===== src/rtl/calc_entry_sequencer.sv =====
// Keypad-entry front end: builds BCD operands from key strobes, latches the operator
// and issues a one-cycle execute strobe to the ALU, with chaining and repeat-equals.
module calc_entry_sequencer #(
    parameter int unsigned NUM_DIGITS = 4,
    localparam int unsigned W  = NUM_DIGITS * 4,
    localparam int unsigned CW = $clog2(NUM_DIGITS + 1)
) (
    input  logic          clock,
    input  logic          reset,
    input  logic          new_key,
    input  logic [4:0]    key_code,
    input  logic [W-1:0]  result_in,
    output logic [W-1:0]  entry_bcd,
    output logic [CW-1:0] entry_count,
    output logic [W-1:0]  operand_a,
    output logic [W-1:0]  operand_b,
    output logic [3:0]    op_code,
    output logic          execute,
    output logic          key_error,
    output logic [1:0]    state
);

    typedef enum logic [1:0] {
        StEnterA = 2'b00,
        StEnterB = 2'b01,
        StDone   = 2'b10
    } state_e;

    typedef enum logic [2:0] {
        KeyNone,
        KeyDigit,
        KeyBadDigit,
        KeyEqual,
        KeyBack,
        KeyClear,
        KeyOp
    } key_e;

    localparam logic [CW-1:0] FullCount = CW'(NUM_DIGITS);

    state_e        state_q, state_d;
    logic [W-1:0]  entry_q, entry_d;
    logic [CW-1:0] count_q, count_d;
    logic [W-1:0]  opa_q, opa_d;
    logic [W-1:0]  opb_q, opb_d;
    logic [3:0]    op_q, op_d;
    logic          exec_q, exec_d;
    logic          err_q, err_d;

    key_e          key_kind;
    logic [3:0]    digit;
    logic [W+3:0]  shift_full;
    logic [W-1:0]  entry_push;
    logic [W-1:0]  entry_pop;

    assign digit      = key_code[3:0];
    // Oldest digit falls off the top; full entries are rejected before this is used.
    assign shift_full = {entry_q, digit};
    assign entry_push = shift_full[W-1:0];
    assign entry_pop  = entry_q >> 4;

    always_comb begin
        key_kind = KeyNone;
        if (new_key) begin
            if (key_code[4]) begin
                key_kind = (digit <= 4'd9) ? KeyDigit : KeyBadDigit;
            end else begin
                case (digit)
                    4'h1:    key_kind = KeyEqual;
                    4'hE:    key_kind = KeyBack;
                    4'hF:    key_kind = KeyClear;
                    default: key_kind = KeyOp;
                endcase
            end
        end
    end

    always_comb begin
        state_d = state_q;
        entry_d = entry_q;
        count_d = count_q;
        opa_d   = opa_q;
        opb_d   = opb_q;
        op_d    = op_q;
        exec_d  = 1'b0;
        err_d   = 1'b0;

        case (key_kind)
            KeyDigit: begin
                if (state_q == StDone) begin
                    entry_d = W'(digit);
                    count_d = (digit != 4'd0) ? CW'(1) : '0;
                    state_d = StEnterA;
                end else if (count_q == '0 && digit == 4'd0) begin
                    // Leading zero: nothing to record.
                end else if (count_q == FullCount) begin
                    err_d = 1'b1;
                end else begin
                    entry_d = entry_push;
                    count_d = count_q + CW'(1);
                end
            end
            KeyBadDigit: err_d = 1'b1;
            KeyEqual: begin
                case (state_q)
                    StEnterA: err_d = 1'b1;
                    StEnterB: begin
                        opb_d   = entry_q;
                        exec_d  = 1'b1;
                        entry_d = '0;
                        count_d = '0;
                        state_d = StDone;
                    end
                    StDone:   exec_d = 1'b1;
                    default:  state_d = StEnterA;
                endcase
            end
            KeyBack: begin
                if (state_q != StDone && count_q != '0) begin
                    entry_d = entry_pop;
                    count_d = count_q - CW'(1);
                end
            end
            KeyClear: begin
                state_d = StEnterA;
                entry_d = '0;
                count_d = '0;
                opa_d   = '0;
                opb_d   = '0;
                op_d    = '0;
            end
            KeyOp: begin
                case (state_q)
                    StEnterA: begin
                        opa_d   = entry_q;
                        op_d    = digit;
                        entry_d = '0;
                        count_d = '0;
                        state_d = StEnterB;
                    end
                    StEnterB: begin
                        // Changing the operator is allowed only before B is started.
                        if (count_q == '0) begin
                            op_d = digit;
                        end else begin
                            err_d = 1'b1;
                        end
                    end
                    StDone: begin
                        opa_d   = result_in;
                        op_d    = digit;
                        state_d = StEnterB;
                    end
                    default: state_d = StEnterA;
                endcase
            end
            default: ;
        endcase
    end

    always_ff @(posedge clock) begin
        if (reset) begin
            state_q <= StEnterA;
            entry_q <= '0;
            count_q <= '0;
            opa_q   <= '0;
            opb_q   <= '0;
            op_q    <= '0;
            exec_q  <= 1'b0;
            err_q   <= 1'b0;
        end else begin
            state_q <= state_d;
            entry_q <= entry_d;
            count_q <= count_d;
            opa_q   <= opa_d;
            opb_q   <= opb_d;
            op_q    <= op_d;
            exec_q  <= exec_d;
            err_q   <= err_d;
        end
    end

    assign entry_bcd   = entry_q;
    assign entry_count = count_q;
    assign operand_a   = opa_q;
    assign operand_b   = opb_q;
    assign op_code     = op_q;
    assign execute     = exec_q;
    assign key_error   = err_q;
    assign state       = state_q;

endmodule


===== config.mk =====
export PLATFORM = sky130hd
export DESIGN_NAME = calc_entry_sequencer
export DESIGN_NICKNAME = d
export VERILOG_FILES = /design/src/rtl/calc_entry_sequencer.sv
export SDC_FILE = /design/constraint.sdc
export NUM_CORES = 1
export LEC_CHECK = 0
export BUFFER_PORTS_ARGS = -buffer_cell sky130_fd_sc_hd__buf_2
export CORE_AREA = 2 2 136 85
export CTS_CLUSTER_DIAMETER = 150
export DETAILED_ROUTE_END_ITERATION = 10
export DIE_AREA = 0 0 138 87
export PLACE_DENSITY_LB_ADDON = 0.08
export SYNTH_ARGS = -nofsm -noshare
export SYNTH_HDL_FRONTEND = slang
export SYNTH_SLANG_ARGS = --single-unit
export TNS_END_PERCENT = 1

===== constraint.sdc =====
create_clock -name clock -period 2.84 [get_ports clock]
set_input_delay 0.284 -clock clock [delete_from_list [all_inputs] [get_ports clock]]
set_output_delay 0.284 -clock clock [all_outputs]
set_load 0.02 [all_outputs]

==> metrics <==
syn avg cell area 8.89 um^2; dpl ws 0.503 ns; post-synthesis mux area share 0.0742; Synth Net Count 365; Synth top area share 0.398; Seq/Total Area, Yosys 0.398; Pre-Repair DR Iteration Count 6; hold crit path type input port to flop; Tmin final 2.22 ns; drt initial violations 180; Yosys cell types 51; most instantiated cells after synthesis 59 x dfxtp_1, 48 x a21oi_1, 37 x nand2_1; Crit. End Element flop; initial antenna violation count 0; Comb pwr share 0.129; outcome completed; CTS resizes 0; post-CTS setup repair buffer count 0; clk buf depth 2; CTS sink cnt 59; Flop pwr share 0.405; final setup vio count 0; most common cell in the synthesized netlist dfxtp_1; final hold violations 0; Main synth FF type dfxtp_1; PwrDens 591 nW/um^2; effective utilization at floorplan 0.273; Final Instance Area 3770 um^2; vias in the first global route 2761; die width 138 um; largest net degree at the start of global routing 34; leading area contributor after synthesis dfxtp_1; synth warn 0; RSZ-0062 raised after global routing no; Yosys reg bits 59; Die H 87 um; synthesis-to-layout area growth 27.0%; CP Data Required Time 3.02 ns; post-synthesis compound-gate area fraction 0.244; synth top area cells dfxtp_1 40%, a21oi_1 8.1%, mux2_2 6.1%; CTS Root Cell clkbuf_16; worst hold margin 0.305 ns; Clock Pin Slew Worst Setup and Hold Paths 0.05 ns; fillcell total 1151; PortBufs 82; number of diodes 0; number of flops mapped to enable cells by yosys 0; largest family of logic cells by synthesized area compound AO/OA/AOI/OAI gates; LEAKAGE 1.52 nW; Final nets 442; f_max 450 MHz; Hold-fix buffers, CTS 0; CP Data Arrival Time 2.40 ns; Post-Synth Simple-Gate Area 0.194; H-tree level count 3; vias 2889; core footprint 10900 um^2; die area 12000 um^2; internal power 0.00164 W; Max Cap Viol 0; drt total wl 9900 um; Syn Inst Count 334; total negative slack 0 ns; gr usage total 0.170; Worst-Skew Late Latency 0.32 ns; Final Slew Violations 0; switching share of power 0.266; crit share post-route 0.782; gpl congestion 0.815; CP startpoint kind flop; DRT antenna net count 0; number of vias per cell 5.17; final setup margin 0.618 ns; CTS Buf Count 9; routed len/inst 17.7 um; TritonCTS clock tree built; layout cells sized above 1 0.354; Final HPWL DP 6930 um; maximum VDD drop 0.314 mV; io pins 83; switching power 0.000592 W; CP Max Fanout 12; post-synthesis xor/xnor area fraction 0; placed inst area 3490 um^2; Post-Syn Area 2970 um^2; Rows 30; Slew @ Worst Pin 0.720 ns; WS Path Type flop to flop; first-pass GRT wire length 15800 um; DRC viols 0; worst rel slew slack 0.520; GRT overflow 0; async set-reset flop share out of synthesis 0; Worst Skew 0.00514 ns; Synth Area in Adders 0.0295; Clk network pwr share 0.466
## power by group through the flow
| stage | combinational, W | clock, W | sequential [W] |
|---|---|---|---|
| final | 0.000287 | 0.00104 | 0.000902 |
| after global routing | 0.000314 | 0.00111 | 0.000907 |
| after CTS | 0.000287 | 0.00107 | 0.000903 |
| after detailed placement | 0.000285 | 0 | 0.000920 |
| after global placement | 0.000287 | 0 | 0.000920 |
| after floorplan | 0.000169 | 0 | 0.000937 |
## cells in the final DEF, fill, tap and decap left out, drive strengths merged, types with 12 or more instances in the layout
cell type  count
a211oi        12
a21oi         54
a22oi         12
buf           94
clkbuf        12
dfxtp         59
mux2          16
nand2         37
nand3         34
## per-layer routing
metal,routed length (um),track usage,up-vias
li1,-,-,1386
met1,5100,0.249,1394
met2,4020,0.233,99
met3,633,0.0583,10
met4,141,0.0473,0
met5,0,0,-
## final cells by class
type | count | area [um^2] | share of cell area
inverters | 6 | 22.5 | 0.00597
repair buffers | 94 | 500 | 0.133
multi-input cells | 241 | 1610 | 0.427
flip-flops and latches | 59 | 1180 | 0.313
clock buffers | 12 | 236 | 0.0627
well taps | 144 | 180 | 0.0478
clock inverters | 3 | 40.0 | 0.0106
## worst max-delay path, cell delays in order, from the launching register on
cell	delay (ns)
dfxtp_1	0.34
inv_1	0.11
ha_1	0.30
buf_4	0.19
nand3b_1	0.18
o311ai_4	0.14
a21o_2	0.30
nor2_2	0.16
buf_4	0.26
a211oi_1	0.10
## state kept, by name, indices dropped and copies added (netlist names)
register     count
operand_b       16
key_error        1
state            2
op_code          4
execute          1
entry_bcd       16
entry_count      3
operand_a       16
## final timing paths
check                                        startpoint                          to  slack (ns)  depth (start not counted)
worst max-delay path              state[0]$_SDFFE_PP0P_  entry_bcd[10]$_SDFFE_PP0P_        0.62                          9
worst min register to register  op_code[2]$_SDFFE_PP0P_     op_code[2]$_SDFFE_PP0P_        0.45                          2
worst max register to register    state[0]$_SDFFE_PP0P_  entry_bcd[10]$_SDFFE_PP0P_        0.62                          9
worst min-delay path                            new_key        key_error$_SDFF_PP0_        0.31                          3
## stage by stage
step | utilization | power, W | cells
global route | 0.346 | 0.00233 | 559
global placement | 0.321 | 0.00121 | 544
finish | 0.346 | 0.00223 | 559
floorplan | - | 0.00111 | 334
detailed placement | 0.321 | 0.00120 | 544
CTS | 0.346 | 0.00226 | 559
## cells by family after synthesis
| family | after synthesis |
|---|---|
| and+or+nand+nor | 111 |
| AOI/OAI and AO/OA | 103 |
| DFF | 59 |
| buffers and inverters | 34 |
| muxes | 20 |
| adders and majority gates | 7 |
Note: power is estimated with default switching activity, not from simulation.
